## src/rtl/pic_pkg.sv

```systemverilog
// ============================================================================
//  Module   : pic_pkg
//  Brief    : Shared types and constants for the 8259A command sequencer.
//  Revision : 1.0 - initial release
// ============================================================================
`default_nettype none

package pic_pkg;

    typedef enum logic [2:0] {
        ST_IDLE      = 3'd0,
        ST_WAIT_ICW2 = 3'd1,
        ST_WAIT_ICW3 = 3'd2,
        ST_WAIT_ICW4 = 3'd3,
        ST_READY     = 3'd4
    } pic_state_t;

    // OCW2 R/SL/EOI command field encodings
    localparam logic [2:0] ROT_AEOI_CLR    = 3'b000;
    localparam logic [2:0] NONSPEC_EOI     = 3'b001;
    localparam logic [2:0] NOP             = 3'b010;
    localparam logic [2:0] SPEC_EOI        = 3'b011;
    localparam logic [2:0] ROT_AEOI_SET    = 3'b100;
    localparam logic [2:0] ROT_NONSPEC_EOI = 3'b101;
    localparam logic [2:0] SET_PRIORITY    = 3'b110;
    localparam logic [2:0] ROT_SPEC_EOI    = 3'b111;

    localparam int C_ICW1_IC4  = 0;
    localparam int C_ICW1_SNGL = 1;
    localparam int C_ICW1_LTIM = 3;

    localparam int C_ICW4_UPM  = 0;
    localparam int C_ICW4_AEOI = 1;
    localparam int C_ICW4_MS   = 2;
    localparam int C_ICW4_BUF  = 3;
    localparam int C_ICW4_SFNM = 4;

    localparam int C_OCW3_RIS  = 0;
    localparam int C_OCW3_RR   = 1;
    localparam int C_OCW3_P    = 2;
    localparam int C_OCW3_SMM  = 5;
    localparam int C_OCW3_ESMM = 6;

endpackage

`default_nettype wire

```

## src/rtl/pic_strobe_edge_detect.sv

```systemverilog
// ============================================================================
//  Module   : pic_strobe_edge_detect
//  Brief    : Registered rising-edge detector for one upstream strobe.
//  Revision : 1.0 - initial release
// ============================================================================
`default_nettype none

module pic_strobe_edge_detect (
    input  logic clk,
    input  logic reset_n,
    input  logic strobe,
    output logic rise
);

    logic r_prev;

    always_ff @(posedge clk or negedge reset_n) begin
        if (!reset_n) begin
            r_prev <= 1'b0;
        end else begin
            r_prev <= strobe;
        end
    end

    assign rise = strobe & ~r_prev;

endmodule

`default_nettype wire

```

## src/rtl/pic_command_sequencer.sv

```systemverilog
// ============================================================================
//  Module   : pic_command_sequencer
//  Brief    : 8259A ICW/OCW sequencer and mode-register file.
//             Optional poll command support: PIC_POLL_CMD_EN.
//  Revision : 1.0 - initial release
// ============================================================================
`default_nettype none

module pic_command_sequencer
    import pic_pkg::*;
#(
    parameter int DATA_WIDTH = 8
) (
    input  logic                  clk,
    input  logic                  reset_n,
    input  logic [DATA_WIDTH-1:0] internal_data_bus,
    input  logic                  write_ICW1,
    input  logic                  write_ICW2_4,
    input  logic                  write_OCW1,
    input  logic                  write_OCW2,
    input  logic                  write_OCW3,
    input  logic                  read,
    output logic                  init_start,
    output logic                  init_done,
    output logic                  level_triggered,
    output logic                  single_mode,
    output logic [4:0]            vector_base,
    output logic [DATA_WIDTH-1:0] cascade_config,
    output logic                  mode_8086,
    output logic                  auto_eoi,
    output logic                  buffered_mode,
    output logic                  buffer_master,
    output logic                  special_fully_nested,
    output logic [DATA_WIDTH-1:0] interrupt_mask,
    output logic                  ocw2_valid,
    output logic [2:0]            ocw2_cmd,
    output logic [2:0]            ocw2_level,
    output logic                  rotate_in_aeoi,
    output logic                  special_mask_mode,
    output logic                  read_isr_sel,
    output logic                  poll_ack
);

    localparam int C_NUM_STROBES = 5;

    logic [C_NUM_STROBES-1:0] w_strobe;
    logic [C_NUM_STROBES-1:0] w_rise;
    logic                     w_icw1_rise, w_a0_rise, w_ocw2_rise, w_ocw3_rise, w_read_rise;
    logic                     w_ready;
    logic                     r_ic4;
    pic_state_t               r_state, w_state_next;

    // The two A0=1 strobes arrive together and form a single event
    assign w_strobe = {read, write_OCW3, write_OCW2, write_ICW2_4 | write_OCW1, write_ICW1};

    generate
        for (genvar gi = 0; gi < C_NUM_STROBES; gi++) begin : g_edge
            pic_strobe_edge_detect u_edge (
                .clk     (clk),
                .reset_n (reset_n),
                .strobe  (w_strobe[gi]),
                .rise    (w_rise[gi])
            );
        end
    endgenerate

    assign w_icw1_rise = w_rise[0];
    assign w_a0_rise   = w_rise[1];
    assign w_ocw2_rise = w_rise[2];
    assign w_ocw3_rise = w_rise[3];
    assign w_read_rise = w_rise[4];
    assign w_ready     = (r_state == ST_READY);
    assign init_done   = w_ready;

    always_ff @(posedge clk or negedge reset_n) begin
        if (!reset_n) begin
            r_state <= ST_IDLE;
        end else begin
            r_state <= w_state_next;
        end
    end

    always_comb begin
        w_state_next = r_state;
        if (w_icw1_rise) begin
            w_state_next = ST_WAIT_ICW2;
        end else if (w_a0_rise) begin
            case (r_state)
                ST_WAIT_ICW2: begin
                    if (!single_mode)  w_state_next = ST_WAIT_ICW3;
                    else if (r_ic4)    w_state_next = ST_WAIT_ICW4;
                    else               w_state_next = ST_READY;
                end
                ST_WAIT_ICW3: w_state_next = r_ic4 ? ST_WAIT_ICW4 : ST_READY;
                ST_WAIT_ICW4: w_state_next = ST_READY;
                default:      w_state_next = r_state;
            endcase
        end
    end

`ifdef PIC_POLL_CMD_EN
    logic r_poll_pending;
`else
    logic w_unused_read_rise;
    assign w_unused_read_rise = w_read_rise;
    assign poll_ack           = 1'b0;
`endif

    always_ff @(posedge clk or negedge reset_n) begin
        if (!reset_n) begin
            r_ic4                <= 1'b0;
            init_start           <= 1'b0;
            level_triggered      <= 1'b0;
            single_mode          <= 1'b0;
            vector_base          <= '0;
            cascade_config       <= '0;
            mode_8086            <= 1'b0;
            auto_eoi             <= 1'b0;
            buffered_mode        <= 1'b0;
            buffer_master        <= 1'b0;
            special_fully_nested <= 1'b0;
            interrupt_mask       <= '1;
            ocw2_valid           <= 1'b0;
            ocw2_cmd             <= '0;
            ocw2_level           <= '0;
            rotate_in_aeoi       <= 1'b0;
            special_mask_mode    <= 1'b0;
            read_isr_sel         <= 1'b0;
`ifdef PIC_POLL_CMD_EN
            r_poll_pending       <= 1'b0;
            poll_ack             <= 1'b0;
`endif
        end else begin
            init_start <= 1'b0;
            ocw2_valid <= 1'b0;
`ifdef PIC_POLL_CMD_EN
            poll_ack   <= 1'b0;
`endif
            if (w_icw1_rise) begin
                level_triggered   <= internal_data_bus[C_ICW1_LTIM];
                single_mode       <= internal_data_bus[C_ICW1_SNGL];
                r_ic4             <= internal_data_bus[C_ICW1_IC4];
                interrupt_mask    <= '0;
                special_mask_mode <= 1'b0;
                read_isr_sel      <= 1'b0;
                rotate_in_aeoi    <= 1'b0;
                init_start        <= 1'b1;
`ifdef PIC_POLL_CMD_EN
                r_poll_pending    <= 1'b0;
`endif
                if (!internal_data_bus[C_ICW1_IC4]) begin
                    mode_8086            <= 1'b0;
                    auto_eoi             <= 1'b0;
                    buffered_mode        <= 1'b0;
                    buffer_master        <= 1'b0;
                    special_fully_nested <= 1'b0;
                end
            end else begin
                if (w_a0_rise) begin
                    case (r_state)
                        ST_WAIT_ICW2: vector_base    <= internal_data_bus[DATA_WIDTH-1 -: 5];
                        ST_WAIT_ICW3: cascade_config <= internal_data_bus;
                        ST_WAIT_ICW4: begin
                            mode_8086            <= internal_data_bus[C_ICW4_UPM];
                            auto_eoi             <= internal_data_bus[C_ICW4_AEOI];
                            buffer_master        <= internal_data_bus[C_ICW4_MS];
                            buffered_mode        <= internal_data_bus[C_ICW4_BUF];
                            special_fully_nested <= internal_data_bus[C_ICW4_SFNM];
                        end
                        ST_READY:     interrupt_mask <= internal_data_bus;
                        default:      ;
                    endcase
                end
                if (w_ocw2_rise && w_ready) begin
                    ocw2_cmd   <= internal_data_bus[DATA_WIDTH-1 -: 3];
                    ocw2_level <= internal_data_bus[2:0];
                    ocw2_valid <= 1'b1;
                    if (internal_data_bus[DATA_WIDTH-1 -: 3] == ROT_AEOI_SET)
                        rotate_in_aeoi <= 1'b1;
                    else if (internal_data_bus[DATA_WIDTH-1 -: 3] == ROT_AEOI_CLR)
                        rotate_in_aeoi <= 1'b0;
                end
                if (w_ocw3_rise && w_ready) begin
                    if (internal_data_bus[C_OCW3_ESMM])
                        special_mask_mode <= internal_data_bus[C_OCW3_SMM];
`ifdef PIC_POLL_CMD_EN
                    // A poll write leaves the IRR/ISR read selection untouched
                    if (internal_data_bus[C_OCW3_P])
                        r_poll_pending <= 1'b1;
                    else if (internal_data_bus[C_OCW3_RR])
                        read_isr_sel <= internal_data_bus[C_OCW3_RIS];
`else
                    if (internal_data_bus[C_OCW3_RR])
                        read_isr_sel <= internal_data_bus[C_OCW3_RIS];
`endif
                end
`ifdef PIC_POLL_CMD_EN
                if (w_read_rise && r_poll_pending) begin
                    poll_ack       <= 1'b1;
                    r_poll_pending <= 1'b0;
                end
`endif
            end
        end
    end

endmodule

`default_nettype wire

```

## config.mk

```make
export PLATFORM = sky130hd
export DESIGN_NAME = pic_command_sequencer
export DESIGN_NICKNAME = d
export VERILOG_FILES = /design/src/rtl/pic_pkg.sv /design/src/rtl/pic_strobe_edge_detect.sv /design/src/rtl/pic_command_sequencer.sv
export SDC_FILE = /design/constraint.sdc
export NUM_CORES = 1
export LEC_CHECK = 0
export ABC_AREA = 1
export CAP_MARGIN = 20
export CORE_ASPECT_RATIO = 1.75
export CORE_MARGIN = 2
export CORE_UTILIZATION = 50
export CTS_BUF_LIST = sky130_fd_sc_hd__clkbuf_8
export DETAILED_ROUTE_END_ITERATION = 10
export GPL_TIMING_DRIVEN = 1
export HOLD_SLACK_MARGIN = 0.02
export PLACE_DENSITY = 0.82
export SYNTH_ARGS = -nofsm -noshare
export SYNTH_HDL_FRONTEND = slang
export SYNTH_SLANG_ARGS = --single-unit
```

## constraint.sdc

```tcl
create_clock -name clk -period 1.4 [get_ports clk]
set_input_delay 0.14 -clock clk [delete_from_list [all_inputs] [get_ports clk]]
set_output_delay 0.14 -clock clk [all_outputs]
set_load 0.1 [all_outputs]
```

# After elaboration in Yosys (flattened, before gate mapping)
# Index checks and enable logic that the tools add are counted.
[classes]
n_eq_ne = 6
reduce_logical = 21
bitwise = 10
n_mux = 37
[op_table]
columns = ["op", "n"]
rows = [
  ["$mux 1", 29],
  ["$mux 8", 3],
  ["$reduce_bool 2->1", 7],
  ["$mux 3", 4],
  ["$reduce_and 2->1", 6],
  ["$pmux 3 s3", 1],
  ["$reduce_and 3->1", 3],
  ["$eq 3x2->1 const B", 2],
  ["$eq 3x3->1 const B", 2],
  ["$not 1->1", 5],
  ["$and 1x1->1", 4],
  ["$reduce_bool 4->1", 1],
  ["$eq 3x1->1 const B", 1],
  ["$logic_not 3->1", 1],
  ["$reduce_bool 3->1", 1],
  ["$logic_and 1x1->1", 2],
  ["$ne 2x2->1 const B", 1],
  ["$or 1x1->1", 1],
]
[totals]
output_inout_bits = 41
ff_bits = 47
elab_cells = 97

# Longest topological paths before layout
# Gate-level depths: netlist of the first run.
[logic_depth]
depth_word = 5
mapped_depth = 7
depth_no_buf = 7

# By module
# From an unflattened synthesis of the first run, not the netlist that was laid out.
[hier_totals]
hier_cells = 210
area_unflattened_um2 = 2029.4
[by_module_without_submodules]
columns = ["module", "area_per_inst_um2", "seq_area_each_um2", "instances", "cells_per_inst"]
rows = [
  ["pic_command_sequencer", 1889.3, 1086.0, 1, 198],
  ["pic_strobe_edge_detect", 35.0, 25.0, 4, 3],
]

# Worst setup path before layout of the first run
# OpenSTA, ideal clock, no wires.
[synth_timing]
path_type = "reg2reg"
startpoint = "register r_state[0]"
endpoint = "register read_isr_sel"
setup_slack_ns = -0.894
path_stages_with_launch = 8
t_arrival_ns = 2.232
setup_ns = 0.063
required_ns = 1.337
cell_sequence = "dfrtp_1 inv_1 nand2_1 nor2_1 nand3_1 nand2_1 nand2_1 inv_1"
[synth_via]
elab_chain_len = 4
[synth_rtl]
columns = ["element", "line_no", "rtl"]
rows = [
  ["start, declared", "pic_command_sequencer.sv:51", "pic_state_t r_state, w_state_next;"],
  ["start signal, assigned", "pic_command_sequencer.sv:79", "r_state <= w_state_next;"],
  ["$eq 3x3->1", "pic_command_sequencer.sv:72", "assign w_ready = (r_state == ST_READY);"],
  ["net init_done", "pic_command_sequencer.sv:24", "output logic init_done,"],
  ["$logic_and 1x1->1", "pic_command_sequencer.sv:183", "if (w_ocw3_rise && w_ready) begin"],
  ["$reduce_bool 2->1 (no source line)", "--", ""],
  ["$reduce_and 2->1 (no source line)", "--", ""],
  ["end signal, assigned", "pic_command_sequencer.sv:194", "read_isr_sel <= internal_data_bus[C_OCW3_RIS];"],
  ["end, declared", "pic_command_sequencer.sv:40", "output logic read_isr_sel,"],
]
# The timed path passes the listed nets, and every way through them passes these cells.
# A chain may end at the register's enable or synchronous reset.

# Worst setup path after layout of the first run
[layout_timing]
startpoint = "register r_state[0]"
endpoint = "output init_done"
[layout_via]
elab_chain_len = 1
[layout_rtl]
columns = ["element", "line_no"]
rows = [
  ["$eq 3x3->1", "pic_command_sequencer.sv:72"],
  ["end, declared", "pic_command_sequencer.sv:24"],
]
# No other way between the ends.

==> results of run 1 <==
## layout make-up
| class | count | area [µm²] | share of cell area, % |
|---|---|---|---|
| clock buffers | 6 | 82.6 | 2.47 |
| clock inverters | 2 | 35.0 | 1.05 |
| inverters | 18 | 67.6 | 2.02 |
| multi-input cells | 174 | 847 | 25.3 |
| flip-flops and latches | 47 | 1190 | 35.6 |
| well taps | 49 | 61.3 | 1.83 |
| repair buffers | 67 | 1060 | 31.7 |
## timing repair
action                                  CTS  global route
endpoints found under the setup margin    1            27
pin swaps                                 0             2
resized for setup                         0             7
setup buffers                             1             2
endpoints found under the hold margin    39             0
hold buffers                              1             0
## per-stage QoR
stage          instances  hold WS (ps)  setup WS (ps)
2_1_floorplan        242          -156          -31.6
3_3_place_gp         351           122          -26.6
3_5_place_dp         351           122          -63.3
4_1_cts              361           303           5.95
5_1_grt              363           307          -43.2
6_report             363           298           16.5
## worst max-delay path, delay by kind of cell (launching register included)
family / cells / cell delay (ps)
buffers and inverters: 2 / 290
flip-flops: 1 / 420
AND/OR/NAND/NOR: 2 / 230
## worst paths after layout
kind,cells after the start,start,to
min reg2reg,2,interrupt_mask[4],interrupt_mask[4]
max,4,r_state[0],init_done
min,1,write_OCW2,g_edge[2].u_edge.r_prev
max reg2reg,6,r_state[2],cascade_config[1]
min in group asynchronous,3,reset_n,r_state[2]
max in group asynchronous,3,reset_n,cascade_config[4]
## cell usage in the layout, fill, tap and decap left out, types with 2 or more instances in the layout
cell type,Yosys,routed
o21ai_0,4,4
nand2_2,5,7
clkbuf_8,0,6
nor2_1,6,4
nand2_4,3,3
a21oi_1,2,2
nand4_1,5,5
a21boi_0,2,2
nor2_4,5,6
buf_4,2,10
inv_2,2,5
clkdlybuf4s50_1,0,13
nor2_2,1,2
inv_1,16,13
nand2_1,117,115
dfrtp_2,0,2
dfstp_2,8,8
buf_12,0,42
dfrtp_1,39,37
nand3_1,18,18
## power breakdown
| part | switching, mW | leakage [nW] | internal [mW] |
|---|---|---|---|
| Clock | 0.468 | 0.0612 | 0.578 |
| Sequential | 0.390 | 0.578 | 1.69 |
| Combinational | 2.87 | 1.04 | 1.44 |
| Total | 3.73 | 1.68 | 3.71 |
## per-layer routing
metal | part of all wire (%) | up-vias
met2 | 58 | 90
met1 | 33 | 945
met4 | 4.5 | 0
li1 | - | 897
met5 | 0 | -
met3 | 4.5 | 25
## cells by family after synthesis
group / synth area share, %
simple gates: 36.4
flops: 56.4
buf+inv: 4.46
compound gates: 2.56
other cells: 0.178
## sequential cells by signal, summed over array words and instances (netlist names)
name and cells:
cascade_config 8, interrupt_mask 8, vector_base 5, g_edge.u_edge.r_prev 4, ocw2_cmd 3, ocw2_level 3
r_state 3, auto_eoi 1, buffer_master 1, buffered_mode 1, init_start 1, level_triggered 1
mode_8086 1, ocw2_valid 1, r_ic4 1, read_isr_sel 1, rotate_in_aeoi 1, single_mode 1
special_fully_nested 1, special_mask_mode 1
==> results.md, run 1 <==
* I/O pins at 57
* Clk_lat worst skew at 310 ps
* Synth Cell Area at ~2100 µm²
* Syn nets at 258
* First-pass GRT wire length at 9630 µm
* Element type at the critical path end: output port
* Num CTS Buffers at 5
* Avg Synthesized Cell Area at 8.70 µm²
* Placed cell area at between 3000 and 4000 µm²
* Post-synthesis cell type count at 22
* Initial antenna violation count at 0
* Hold Path Class: primary input to flip-flop
* Tmin final at roughly 1400 ps
* Vias/cell at 5.39
* Sequential-to-total area share from yosys stat at between 50% and 60%
* Max Cap Viol at 0
* Tcrit/Tclk final at between 90% and 100%
* CTS tree: built
* Detailed Routing Iterations Pass 1 at 5
* Core region area at just over 4000 µm²
* Cells after Synth at approximately 240
* CP Data Arrival Time at approximately 1200 ps
* DR WL/cell at 16.6 µm
* CP required at ~1300 ps
* DIE AREA at roughly 4800 µm²
* Largest area contributor in the netlist: dfrtp_1
* EDFF count, synth at 0
* Area Overhead vs Synth at 58.9%
* Final Util at 82.1%
* Share of cells above drive strength 1 at a little under a third
* Fillers at roughly 210
* Crit start category: flip-flop
* Routed Antenna Nets at 0
* Pwr Total at roughly 7.4 mW
* Final net count at approximately 330
* CTS root buf: clkbuf_8
* # rows at 31
* Clock Sinks at 47
* Die H at 89.8 µm
* Vias in the first global route at ~2,000
* Final Slew Violations at 0
* Lkg Pwr at about 1.7 nW
* Maximum vdd ir drop at between 1.5 and 2 mV
* DR vias at between 1,500 and 2,000
* Met3 Track Usage GR at just over 6%
* R2R Setup Slk at 20 ps
* Gr busiest metal: met2
* Final wirelength at approximately 6000 µm
* Starting DRT DRC Count at 92
* M1 GR Usage at 29.6%
* Grt ovf at 0
* Final HPWL DP at 4180 µm
* Met2 usage at 48.4%
* Ant diodes at 0
* GR Util All Layers at roughly 28%
* # setup viols final at 0
* CTS H-tree lvls at 2
* PD cells at ~2200 nW/µm²
* Post-route setup TNS at 0 ps
* Async set-reset flop share out of synthesis at 100%
* Critical Path Fanout Max at 4
* Fmax at approximately 720 MHz
* I/O Buffers at 54
* CP max stage cell: dfrtp_1
* Hold Vio Cnt, Final at 0
* CP Class: flip-flop to output port
* Synth top area cells: dfrtp_1 46%, nand2_1 21%, dfstp_2 10%, nand3_1 4.3%, inv_1 2.9%
* Most used DFF post-synth: dfrtp_1
* Die W at ~53 µm
* FF+latch count, synth at 47
* Initial core utilization at 51.7%
* Reg clk slew, reported paths at 80 ps
* Final instance area at roughly 3300 µm²
* GP Congestion at just under 0.9
* Maximum clock insertion buffer count at 2
* Yosys Warn Count at 0
* Slowest cell delay on critical path at between 400 and 500 ps
* Status: complete, no violations
* Share of Yosys cell area claimed by the top area cell type at 46.4%
* DRC at 0
* Critical-path cell list: inv_2 -> nand2_2 -> nor2_4 -> buf_12
* Setup Skew at approximately 5.9 ps
* Most frequent cells after synthesis: 117 x nand2_1, 39 x dfrtp_1, 18 x nand3_1
* Largest net degree at the start of global routing at 29
* Top-count cell post-synth: nand2_1
Note: power is estimated with default switching activity, not from simulation.
==> inputs of run 2 (changes only) <==
CORE_UTILIZATION = 53   (was 50)
PLACE_DENSITY = 0.87   (was 0.82)
clock period = 1.8 ns   (was 1.4 ns; I/O delays follow)
==> run 2 against run 1 <==
Combinational power is 38% lower. Routed wire length is 17% lower. Highest routed layer unchanged. Hold slack better by 24 ps. Clock-buffer cell count stayed put. Global-route usage is 2.8 points lower. Die area is 5.3% lower. Flip-flop and latch count stayed put. First-iteration DRC count is 49% lower. Sequential share of layout area is 6.7 points higher.
==> results.md, run 2 (synthesis results as in run 1) <==
* PD cells at approximately 1700 nW/µm²
* DR vias at 1,808
* CTS tree: built
* Most frequent cells in the layout: 117 x nand2_1, 39 x dfrtp_1, 34 x buf_4
* CTS root buf: clkbuf_8
* Most common cell after layout, fill and taps aside: nand2_1
* Initial antenna violation count at 0
* DR WL/cell at ~14 µm
* Final wirelength at 4990 µm
* Detailed Routing Iterations Pass 1 at 4
* Die H at a little under 90 µm
* Initial core utilization at ~55%
* Largest net degree at the start of global routing at 18
* Setup ws final at 198 ps
* Area Overhead vs Synth at 33.5%
* Vias/cell at slightly above 5
* Setup Skew at around 3.6 ps
* CP required at ~1600 ps
* I/O pins at between 50 and 60
* Critical Path Fanout Max at 5
* Share of cells above drive strength 1 at a little over a quarter
* Clk_lat worst skew at 310 ps
* Pwr Total at 4.79 mW
* Post-route setup TNS at 0 ps
* R2r worst-path depth at 6
* CP Class: flip-flop to output port
* Status: complete, no violations
* Vias in the first global route at roughly 1,800
* Placement Setup Slack at between 150 and 200 ps
* Tcrit/Tclk final at 89.0%
* Hold WS at between 300 and 400 ps
* DIE AREA at about 4500 µm²
* Routed Antenna Nets at 0
* # setup viols final at 0
* Crit start category: flip-flop
* Starting DRT DRC Count at 47
* Core region area at 3830 µm²
* Maximum clock insertion buffer count at 2
* Ant diodes at 0
* First-pass GRT wire length at 8270 µm
* Hold Vio Cnt, Final at 0
* Tmin final at 1600 ps
* Hold Path Class: primary input to asynchronous set/reset pin
* Top flop regs: cascade_config (8), interrupt_mask (8), vector_base (5)
* Grt ovf at 0
* Final HPWL DP at roughly 3800 µm
* Maximum vdd ir drop at ~1.4 mV
* R2R Setup Slk at roughly 420 ps
* Clock Sinks at 47
* Reg clk slew, reported paths at approximately 80 ps
* Lkg Pwr at between 1 and 1.5 nW
* I/O Buffers at 54
* Die W at 51.6 µm
* GR Util All Layers at about a quarter
* RR Endpoint: ocw2_cmd[2]
* GP Congestion at between 0.8 and 0.9
* CP Data Arrival Time at 1420 ps
* DRC at 0
* RR Startpoint: r_state[0]
* Element type at the critical path end: output port
* Max Cap Viol at 0
* Num CTS Buffers at 5
* Final Slew Violations at 0
* Final Util at ~73%
* Post-CTS setup buffer count at 0
* CTS H-tree lvls at 2
* RSZ-0062 raised after global routing: no
* # rows at 30
* Final net count at 320
* Fmax at between 600 and 700 MHz
run 2: cell types whose count changed in the layout (fill, tap and decap cells not counted), sizes merged:
cell	before	now
bufinv	1	0
buf	53	44
run 2: report_power, final:
group / internal [mW] / leakage [nW] / switching (mW)
Sequential: 1.31 / 0.581 / 0.172
Combinational: 0.496 / 0.868 / 2.16
Clock: 0.302 / 0.0470 / 0.351
Total: 2.11 / 1.50 / 2.68
run 2: critical path, cell delays in order, from the launching register on:
cell and delay (ps):
dfrtp_1 440, inv_1 130, nand2_1 80, nor2_2 240, buf_12 220
run 2: worst max-delay path by stage:
stage | from | endpoint | slack [ps] | cells past startpoint
finish | r_state[0] | init_done | 200 | 4
global route | r_state[0] | init_done | 150 | 4
CTS | r_state[0] | init_done | 200 | 4
detailed placement | write_ICW1 | auto_eoi | 190 | 6
global placement | write_ICW1 | mode_8086 | 220 | 6
floorplan | r_state[0] | read_isr_sel | 30 | 7
run 2: metal layers:
layer | wire (µm) | global-route usage [%]
met5 | 0 | 0
met4 | 115 | 11.5
met3 | 214 | 5.15
met2 | 2870 | 44.6
met1 | 1790 | 27.9
run 2: through the flow:
stage               std cells  area [µm²]
detailed placement        344        2710
global placement          344        2710
global route              352        2810
finish                    352        2810
CTS                       352        2810
floorplan                 242        2110
run 2: repair_timing:
item                      in CTS  in global routing
resized for setup              0                  0
hold buffers                   1                  0
hold endpoints to repair      15                  0
run 2: final cells by class:
cell class / count / area [µm²]
sequential: 47 / 1190
tap: 48 / 60.1
fill: 317 / 1020
clock buffer: 6 / 82.6
timing repair buffer: 58 / 581
multi-input combinational: 174 / 827
clock inverter: 1 / 5.00
inverter: 18 / 67.6
==> inputs of run 3 (changes only) <==
SLEW_MARGIN = 25   (was default)
==> results of run 3 <==
Final layout, timing and power as in run 2 (identical DEF).
